### src/rtl/div_pkg.sv
// Shared constants, state encoding and sign helper for the AXIS integer divider.
package div_pkg;

  localparam int DIV_W       = 32;
  localparam int DOUT_W      = 64;
  localparam int DIV_LATENCY = 34;

  typedef enum logic [0:0] {
    IDLE = 1'b0,
    BUSY = 1'b1
  } state_e;

  function automatic logic [DIV_W-1:0] neg_if(input logic [DIV_W-1:0] v, input logic en);
    if (en) begin
      neg_if = ~v + 32'd1;
    end else begin
      neg_if = v;
    end
  endfunction

endpackage

### src/rtl/div_unsigned_core.sv
// Iterative restoring radix-2 magnitude divider: one quotient bit per cycle, 32 steps after start.
module div_unsigned_core
  import div_pkg::*;
(
  input  logic             clk_i,
  input  logic             rst_i,
  input  logic             start_i,
  input  logic [DIV_W-1:0] dividend_i,
  input  logic [DIV_W-1:0] divisor_i,
  output logic [DIV_W-1:0] quotient_o,
  output logic [DIV_W-1:0] remainder_o
);

  logic [DIV_W-1:0] quo_q, quo_d;
  logic [DIV_W-1:0] rem_q, rem_d;
  logic [DIV_W-1:0] dvs_q, dvs_d;
  logic             busy_q, busy_d;
  logic [4:0]       cnt_q, cnt_d;
  logic [DIV_W:0]   rem_sh_s;
  logic [DIV_W-1:0] diff_s;
  logic             fits_s;

  // The shifted partial remainder can reach 33 bits; when it fits, the difference is below 2^32.
  always_comb begin
    rem_sh_s = {rem_q, quo_q[DIV_W-1]};
    fits_s   = (rem_sh_s >= {1'b0, dvs_q});
    diff_s   = rem_sh_s[DIV_W-1:0] - dvs_q;
    quo_d    = quo_q;
    rem_d    = rem_q;
    dvs_d    = dvs_q;
    busy_d   = busy_q;
    cnt_d    = cnt_q;
    if (start_i) begin
      quo_d  = dividend_i;
      rem_d  = 32'd0;
      dvs_d  = divisor_i;
      busy_d = 1'b1;
      cnt_d  = 5'd0;
    end else if (busy_q) begin
      quo_d = {quo_q[DIV_W-2:0], fits_s};
      rem_d = fits_s ? diff_s : rem_sh_s[DIV_W-1:0];
      if (cnt_q == 5'd31) begin
        busy_d = 1'b0;
      end else begin
        cnt_d = cnt_q + 5'd1;
      end
    end else begin
      busy_d = 1'b0;
    end
  end

  always_ff @(posedge clk_i) begin
    if (rst_i) begin
      quo_q  <= 32'd0;
      rem_q  <= 32'd0;
      dvs_q  <= 32'd0;
      busy_q <= 1'b0;
      cnt_q  <= 5'd0;
    end else begin
      quo_q  <= quo_d;
      rem_q  <= rem_d;
      dvs_q  <= dvs_d;
      busy_q <= busy_d;
      cnt_q  <= cnt_d;
    end
  end

  assign quotient_o  = quo_q;
  assign remainder_o = rem_q;

endmodule

### src/rtl/axis_int_divider.sv
// AXIS wrapper: operand handshake, magnitude/sign handling and fixed-latency result strobe.
module axis_int_divider
  import div_pkg::*;
#(
  parameter bit SIGNED  = 1'b1,
  parameter int LATENCY = DIV_LATENCY
) (
  input  logic              aclk,
  input  logic              areset,
  input  logic              s_axis_divisor_tvalid,
  output logic              s_axis_divisor_tready,
  input  logic [DIV_W-1:0]  s_axis_divisor_tdata,
  input  logic              s_axis_dividend_tvalid,
  output logic              s_axis_dividend_tready,
  input  logic [DIV_W-1:0]  s_axis_dividend_tdata,
  output logic              m_axis_dout_tvalid,
  output logic [DOUT_W-1:0] m_axis_dout_tdata
);

  state_e            state_q, state_d;
  logic [7:0]        cnt_q, cnt_d;
  logic              negq_q, negq_d;
  logic              negr_q, negr_d;
  logic              tvalid_q, tvalid_d;
  logic [DOUT_W-1:0] tdata_q, tdata_d;
  logic              ready_s, accept_s, a_neg_s, b_neg_s;
  logic [DIV_W-1:0]  mag_a_s, mag_b_s, quo_s, rem_s;

  assign ready_s  = (state_q == IDLE) && !areset;
  assign accept_s = ready_s && s_axis_divisor_tvalid && s_axis_dividend_tvalid;
  assign a_neg_s  = SIGNED && s_axis_dividend_tdata[DIV_W-1];
  assign b_neg_s  = SIGNED && s_axis_divisor_tdata[DIV_W-1];
  assign mag_a_s  = neg_if(s_axis_dividend_tdata, a_neg_s);
  assign mag_b_s  = neg_if(s_axis_divisor_tdata, b_neg_s);

  div_unsigned_core u_core (
    .clk_i       (aclk),
    .rst_i       (areset),
    .start_i     (accept_s),
    .dividend_i  (mag_a_s),
    .divisor_i   (mag_b_s),
    .quotient_o  (quo_s),
    .remainder_o (rem_s)
  );

  // cnt_q equals k+1 after edge T+k, so the result fires on edge T+LATENCY.
  always_comb begin
    state_d  = state_q;
    cnt_d    = cnt_q;
    negq_d   = negq_q;
    negr_d   = negr_q;
    tvalid_d = 1'b0;
    tdata_d  = tdata_q;
    case (state_q)
      IDLE: begin
        if (accept_s) begin
          state_d = BUSY;
          cnt_d   = 8'd1;
          negq_d  = a_neg_s ^ b_neg_s;
          negr_d  = a_neg_s;
        end else begin
          state_d = IDLE;
        end
      end
      BUSY: begin
        if (cnt_q == 8'(LATENCY)) begin
          state_d  = IDLE;
          tvalid_d = 1'b1;
          tdata_d  = {neg_if(quo_s, negq_q), neg_if(rem_s, negr_q)};
        end else begin
          cnt_d = cnt_q + 8'd1;
        end
      end
      default: begin
        state_d = IDLE;
      end
    endcase
  end

  always_ff @(posedge aclk) begin
    if (areset) begin
      state_q  <= IDLE;
      cnt_q    <= 8'd0;
      negq_q   <= 1'b0;
      negr_q   <= 1'b0;
      tvalid_q <= 1'b0;
      tdata_q  <= 64'd0;
    end else begin
      state_q  <= state_d;
      cnt_q    <= cnt_d;
      negq_q   <= negq_d;
      negr_q   <= negr_d;
      tvalid_q <= tvalid_d;
      tdata_q  <= tdata_d;
    end
  end

  assign s_axis_divisor_tready  = ready_s;
  assign s_axis_dividend_tready = ready_s;
  assign m_axis_dout_tvalid     = tvalid_q;
  assign m_axis_dout_tdata      = tdata_q;

endmodule

### config.mk
export PLATFORM = sky130hd
export DESIGN_NAME = axis_int_divider
export DESIGN_NICKNAME = d
export VERILOG_FILES = /design/src/rtl/div_pkg.sv /design/src/rtl/div_unsigned_core.sv /design/src/rtl/axis_int_divider.sv
export SDC_FILE = /design/constraint.sdc
export NUM_CORES = 1
export LEC_CHECK = 0
export CORE_MARGIN = 3
export CORE_UTILIZATION = 50
export CTS_CLUSTER_SIZE = 10
export DETAILED_ROUTE_END_ITERATION = 10
export GPL_TIMING_DRIVEN = 0
export PLACE_DENSITY = 0.73
export REMOVE_ABC_BUFFERS = 1
export SLEW_MARGIN = 15
export SYNTH_ARGS = -nofsm -noshare
export SYNTH_HDL_FRONTEND = slang
export SYNTH_SLANG_ARGS = --single-unit
### constraint.sdc
create_clock -name aclk -period 3.25 [get_ports aclk]
set_input_delay 0.325 -clock aclk [delete_from_list [all_inputs] [get_ports aclk]]
set_output_delay 0.325 -clock aclk [all_outputs]
set_load 0.03 [all_outputs]
======== Word-level counts from Yosys, hierarchy flattened ========
Index checks and enable logic that the tools add are counted.
cells by class
  add/sub/neg operators ................... 7
  order comparisons ....................... 1
  equal/unequal tests ..................... 4
  mux-type cells .......................... 17
  bitwise gates (word level) .............. 7
  reductions and logical operators ........ 11
operators by type and width
  kind                   number
  $mux 32                7
  $add 32x1->32 const B  4
  $not 32->32            4
  $ge 33x32->1           1
  $sub 32x32->32         1
  $mux 8                 2
  $pmux 8 s2             1
  $add 8x1->8 const B    1
  $eq 8x6->1 const B     1
  $reduce_and 2->1       4
  $mux 1                 6
  $add 5x1->5 const B    1
  $eq 5x5->1 const B     1
  $ne 2x2->1 const B     2
  $reduce_or 2->1        2
  $logic_and 1x1->1      3
  $not 1->1              2
  $pmux 1 s2             1
  $reduce_bool 2->1      1
  $logic_not 1->1        1
  $xor 1x1->1            1
word-level totals
  register bits after elaboration ......... 178
  bits of input ports ..................... 68
  output and inout port bits .............. 67
  logic and storage cells ................. 58

======== Longest topological paths before layout ========
Gate-level depths: netlist of run 1.
  depth after elaboration ................. 6
  mapped depth ............................ 14
  gate-level depth less buffers ........... 13

======== Cells and area by module ========
Synthesis of run 1 repeated with hierarchy kept, for this count alone.
unflattened totals
  cell total of the unflattened synthesis .. 1434
  area total of the unflattened synthesis .. 11666.2 um^2
modules (own cells, without submodules)
  module             instances  cells an instance  area an instance (um^2)
  div_unsigned_core  1          772                6199.7
  axis_int_divider   1          662                5466.5

======== Worst setup path before layout of run 1 ========
Ideal clock, no wire load.
  path type ............................... register -> register
  from .................................... reg u_core.rem_q[3] (netlist: u_core.remainder_o[3])
  to ...................................... reg u_core.rem_q[31] (netlist: u_core.remainder_o[31])
  setup time .............................. 126 ps
  arrival time ............................ 2699 ps
  data required time ...................... 3124 ps
  path slack .............................. 424 ps
  cell stages (with the launch flop) ...... 10
  cells stage by stage .................... dfxtp_1 ha_1 a21o_1 o41a_1 a221o_1 a221oi_1 o21ai_0 a41oi_1 xor2_1 o21ai_0
on the way
  word-level cells in the longest chain between the ends .. 2
RTL lines
  element                                                RTL line                                          RTL
  start: declaration                                     div_unsigned_core.sv:15                           logic [DIV_W-1:0] rem_q, rem_d;
  start signal: assignment                               div_unsigned_core.sv:61                           rem_q <= rem_d;
  $sub 32x32->32 / $ge 33x32->1 (equally long branches)  div_unsigned_core.sv:27, div_unsigned_core.sv:26
  $mux 32 (*)                                            div_unsigned_core.sv:41                           rem_d = fits_s ? diff_s : rem_sh_s[DIV_W-1:0];
Every way passes the cells marked *; elsewhere a longest branch is shown, timed or not.
A chain may end at the register's enable or synchronous reset.

======== Worst setup path after layout of run 1 ========
  from .................................... reg u_core.rem_q[4] (netlist: u_core.remainder_o[4])
  to ...................................... reg tdata_q[30] (netlist: m_axis_dout_tdata[30])
on the way
  word-level cells in the longest chain between the ends .. 3
RTL lines
  element                 RTL line                RTL
  $not 32->32             div_pkg.sv:15           neg_if = ~v + 32'd1;
  $add 32x1->32           div_pkg.sv:15
  $mux 32                 div_pkg.sv:14           if (en) begin
  end signal: assignment  axis_int_divider.sv:94  tdata_q <= tdata_d;
  end: declaration        axis_int_divider.sv:25  logic [DOUT_W-1:0] tdata_q, tdata_d;
No other way between the ends.

==> metrics, run 1 <==
nature of the critical path startpoint=register; fraction of registers with async set/reset=0%; worst hold start=areset; GRT Overall Usage=22.34%; Placement Rows=53; routed via count=9823; Post-Synth Simple-Gate Area=17.79%; switching share of power=31.57%; Layout Nets=1552; ratio of cells with drive above 1 in the final layout=5.014%; Die Height=153.8 µm; GRT overflow=0; initial core utilization=51.46%; switching power=0.002072 W; Ant. Diodes=0; DP HPWL=20.17 mm; Syn-to-layout area delta=20.78%; Synth Warn #=0; Antenna Violating Nets Remaining=0; CTS tree=built; RSZ-0062 raised after global routing=no; status=complete, no violations; Pleak=4.757 nW; Pwr Density=497.5 nW/µm²; post-synthesis sequential area ratio=32.63%; DRC viols=0; Post-synth EDFFs=0; Flop pwr share=37.1%; Post-synth top flop=dfxtp_1; P_int=0.004490 W; Synth Area per Inst=7.989 µm²; post-synthesis cell count=1367; drt via density=5.675; design area=13190 µm²; multiplexer share of the synthesized area=3.495%; placed cell area=12460 µm²; Final setup viols=0; die area=23650 µm²; DR iter-0 viols=675; HP Class=in2reg; largest net degree at the start of global routing=80; Hold Buf Count CTS=0; first drt pass iteration count=5; initial antenna violation count=0; relative slew slack=28.13%; clock buffer depth=2; crit path DAT=3.40 ns; clock network power share=34.9%; largest family of logic cells by synthesized area=compound AO/OA/AOI/OAI gates; htree depth=4; CP Max Fanout=7; register clock-pin slew on the reported worst setup and hold paths=0.07 ns; Die Wd=153.8 µm; Gate power share=28.0%; CP Capture Type=register; Core Util, Final=62.16%; core area=21220 µm²; CP Data Required Time=3.61 ns; vias in the first global route=8825; placed cells=1698; clock net sink count=178; Adder-Cell Fraction of Synth Area=4.766%; first-pass GRT wire length=44.47 mm; synth unique cells=55; root buf cell=clkbuf_16; # port buffers=134; total CTS buffers=17; # fillers=1947; Critical path origin=u_core.remainder_o[4]; cell area after synthesis=10920 µm²; Setup CP Type=reg2reg; fin. max-slew vios=0; flop and latch count out of synthesis=178; FMAX=0.3284 GHz; IO Pins=135; post-route insts no fill=1731; pin slew with the least headroom to its limit=1.075 ns; r2r startpoint=u_core.remainder_o[4]; Final Skew=0.009833 ns; routed wire length=27.27 mm; Placer Congestion=0.9090; DR WL/cell=15.75 µm; total power after layout=0.006562 W; crit path time final=3.045 ns; post-synthesis compound-gate area fraction=24.42%; VDD IR max=0.0002628 V; Tcrit/Tclk final=93.70%; Post-Synth XOR/XNOR Area=12.19%; max-cap viol count=0; worst-skew pair later-pin latency=0.44 ns; Final Hold Vio Count=0
## through the flow
stage | setup TNS (ns) | hold slack [ns] | setup slack [ns]
after global routing | 0 | 0.3130 | 0.01568
final | 0 | 0.3199 | 0.2046
after detailed placement | -0.08786 | 0.4453 | -0.04594
after global placement | -365.16 | 0.4391 | -4.362
after CTS | -0.07733 | 0.2880 | -0.04546
after floorplan | -29.14 | 0.3941 | -1.147
## logic make-up after synthesis
group                      Yosys count
and+or+nand+nor                    412
AOI/OAI and AO/OA                  410
DFF                                178
xor gates and xnor gates           152
buffers and inverters              136
adders and majority gates           41
muxes                               38
## worst paths after layout
check,to,slack [ns],depth (start not counted)
max,m_axis_dout_tdata[30],0.20,9
min,cnt_q[1],0.32,2
max reg2reg,m_axis_dout_tdata[30],0.20,9
min reg2reg,u_core.dvs_q[31],0.45,2
## power groups by stage
stage / clock (W) / sequential [W] / combinational, W
after floorplan: 0 / 0.00244 / 0.00128
after global placement: 0 / 0.00248 / 0.00171
after detailed placement: 0 / 0.00248 / 0.00177
after CTS: 0.00232 / 0.00243 / 0.00178
after global routing: 0.00240 / 0.00245 / 0.00203
final: 0.00229 / 0.00243 / 0.00184
## cell usage after synthesis, types with 4 or more instances
cell	instances	share of area (%)
xor2_1	100	8.0
o211ai_1	6	0.41
a21oi_1	96	4.4
nand3b_1	4	0.27
nor4_1	4	0.23
o21a_1	4	0.27
o21ai_0	86	3.9
ha_1	40	4.6
a211oi_1	122	8.4
o31ai_1	39	2.7
nand3_1	13	0.60
mux2i_1	37	3.4
dfxtp_1	178	33
or3_1	20	1.1
nand2b_1	14	0.80
o41ai_1	19	1.5
a31oi_1	8	0.46
nand4_1	10	0.57
nor2b_1	10	0.57
xnor2_1	52	4.2
or4_1	16	1.1
buf_1	10	0.34
inv_1	51	1.8
nor3b_1	5	0.34
nand2_1	94	3.2
a41oi_1	5	0.40
nor3_1	16	0.73
nor2_1	180	6.2
or2_2	4	0.23
and3_1	7	0.40
clkbuf_1	74	2.5
a21o_1	6	0.41
## what timing repair did
item	in CTS	in global routing
setup endpoints to repair	3	32
buffers inserted	0	1
pin swaps	0	2
resized for setup	1	15
## sequential cells by signal, indices dropped and copies added, names as in the netlist
name                flops
cnt_q                   8
m_axis_dout_tdata      64
m_axis_dout_tvalid      1
negq_q                  1
negr_q                  1
state_q                 1
u_core.busy_q           1
u_core.cnt_q            5
u_core.dvs_q           32
u_core.quotient_o      32
u_core.remainder_o     32
## placed cells by master (no fill, tap or decap), types with 15 or more instances in the layout
cell type and count:
a211oi_1 121, a21oi_1 95, clkbuf_16 17, clkdlybuf4s50_1 132
dfxtp_1 176, ha_1 40, inv_1 50, mux2i_1 37
nand2_1 94, nor2_1 178, nor3_1 15, o21ai_0 84
o31ai_1 38, o41ai_1 19, or3_1 20, or4_1 16
xnor2_1 52, xor2_1 100
## metal layers
layer	global-route usage, %	share of wire, %	up-vias	wire (µm)
li1	-	-	5071	-
met1	32.09	50	4520	13510
met2	35.39	45	206	12270
met3	3.180	4.0	26	1097
met4	5.803	1.4	0	390
met5	0	0	-	0
## worst max-delay path, cell delays in order (launching register included)
cell     delay [ns]
dfxtp_1        0.39
or4_4          0.57
or4_4          0.51
or3_4          0.36
or3_4          0.37
or2_4          0.25
o21ai_2        0.12
xnor2_1        0.15
nor2_1         0.06
nor3_1         0.18
## layout make-up
cell class	count	area (µm²)	share of cell area, %
clock inverter	9	177.7	1.347
tap	275	344.1	2.609
timing repair buffer	142	1506	11.42
multi-input combinational	1053	6924	52.49
inverter	51	191.4	1.451
sequential	178	3568	27.05
clock buffer	23	478.0	3.624
No activity file was read; power rests on OpenSTA's default activity.
==> inputs of run 2 (changes only) <==
- CTS_CLUSTER_SIZE: 10 -> 24
- RECOVER_POWER: default -> 25
==> run 2 against run 1 <==
Compared with the run above:
- the flow now finishes with violations (capacitance limit, slew limit)
- non-clock buffer count unchanged
- clock-buffer cell count unchanged
- global-route usage unchanged
- critical path type unchanged
- clock power about the same
- fmax increased by 0.25%
- largest cell class unchanged
==> metrics, run 2 (synthesized netlist as in run 1, its figures left out) <==
status=finished, violations left; failing checks=capacitance limit, slew limit; CP Capture Type=register; VDD IR max=0.0002621 V; Final Skew=0.01022 ns; Die Wd=153.8 µm; Die Height=153.8 µm; IO Pins=135; number of flip-flops in the largest register=64; HP Class=in2reg; clock buffer depth=2; post-route insts no fill=1731; GRT Overall Usage=22.34%; initial antenna violation count=0; fin. max-slew vios=32; core area=21220 µm²; first-pass GRT wire length=44.47 mm; design area=13180 µm²; placed cell area=12460 µm²; routed wire length=27.24 mm; worst-skew pair later-pin latency=0.44 ns; DP HPWL=20.17 mm; Hold Buf Count CTS=0; DR WL/cell=15.74 µm; Pleak=4.924 nW; DRC viols=0; placed cells=1698; pin slew with the least headroom to its limit=1.736 ns; register area=3565 µm²; register clock-pin slew on the reported worst setup and hold paths=0.07 ns; CTS tree=built; initial core utilization=51.46%; Pwr Density=497.3 nW/µm²; # port buffers=134; FMAX=0.3292 GHz; crit path cell chain=or4_4, or4_4, or3_4, or3_4, or2_4, o21ai_2, xnor2_1, nor2_1, nor3_1; first drt pass iteration count=5; die area=23650 µm²; root buf cell=clkbuf_16; CP max-delay cell=or4_4; drt via density=5.690; CP Data Required Time=3.61 ns; Setup CP Type=reg2reg; Ant. Diodes=0; DR iter-0 viols=625; total CTS buffers=17; htree depth=4; crit path DAT=3.40 ns; clock net sink count=178; Placement Rows=53; nature of the critical path startpoint=register; vias in the first global route=8825; Antenna Violating Nets Remaining=0; GRT overflow=0; Final Hold Vio Count=0; routed via count=9849; Buf+Inv Stages, Crit Path=0; most frequent cells in the layout=nor2_1, dfxtp_1, a211oi_1, xor2_1, a21oi_1; CP Max Fanout=7; total power after layout=0.006557 W; max-cap viol count=1; relative slew slack=-15.92%; Layout Nets=1552; Tcrit/Tclk final=93.47%; commonest non-fill, non-tap cell in the layout=nor2_1; crit path time final=3.038 ns; max incr delay on CP=0.57 ns; largest net degree at the start of global routing=80; Top delay family on crit path=simple AND/OR/NAND/NOR gates; ratio of cells with drive above 1 in the final layout=4.945%; area of the multi-input gates=6922 µm²; Syn-to-layout area delta=20.73%; worst reg2reg setup slack=0.21 ns; Placer Congestion=0.9090; Final setup viols=0; # fillers=1950; RSZ-0062 raised after global routing=no
-- run 2: changes by cell type in the layout (fill, tap and decap cells not counted), sizes merged --
cell | before | now
dlygate4sd3 | 0 | 48
clkdlybuf4s50 | 132 | 84
-- run 2: final timing paths --
path | to | depth (start not counted) | from
hold reg to reg | m_axis_dout_tdata[31] | 2 | m_axis_dout_tdata[31]
setup reg to reg | m_axis_dout_tdata[30] | 9 | u_core.remainder_o[4]
setup / recovery | m_axis_dout_tdata[30] | 9 | u_core.remainder_o[4]
hold / removal | cnt_q[1] | 2 | areset
-- run 2: final cells by class --
class / count / area share [%]
repair buffers: 142 / 11.43
clock inverters: 9 / 1.348
clock buffers: 23 / 3.625
inverters: 51 / 1.452
multi-input cells: 1053 / 52.50
flip-flops and latches: 178 / 27.04
well taps: 275 / 2.610
-- run 2: routing by layer --
metal | global-route usage [%] | vias to the layer above | routed length, µm | part of all wire [%]
li1 | - | 5082 | - | -
met1 | 32.09 | 4501 | 13260 | 49
met2 | 35.39 | 240 | 12330 | 45
met3 | 3.180 | 26 | 1285 | 4.7
met4 | 5.803 | 0 | 371 | 1.4
met5 | 0 | - | 0 | 0
-- run 2: per-stage QoR --
| stage | utilization (%) | TNS, ns | hold slack (ns) | worst slack (ns) |
|---|---|---|---|---|
| final | 62.13 | 0 | 0.3175 | 0.2123 |
| after global routing | 62.13 | 0 | 0.3130 | 0.01435 |
| after CTS | 61.86 | -0.07733 | 0.2880 | -0.04546 |
| after detailed placement | 58.73 | -0.08786 | 0.4453 | -0.04594 |
| after global placement | 57.88 | -365.16 | 0.4391 | -4.362 |
| after floorplan | - | -29.14 | 0.3941 | -1.147 |
-- run 2: power by group --
group	internal, W	switching (W)	total (W)
combinational	0.000787	0.00105	0.00184
sequential	0.00228	0.000154	0.00243
clock	0.00143	0.000857	0.00228
-- run 2: timing repair --
item / CTS / global route
gates resized for setup: 1 / 15
pin swaps: 0 / 2
setup endpoints to repair: 3 / 32
endpoints found under the hold margin: 0 / 0
gates cloned: 0 / 0
buffers inserted: 0 / 1
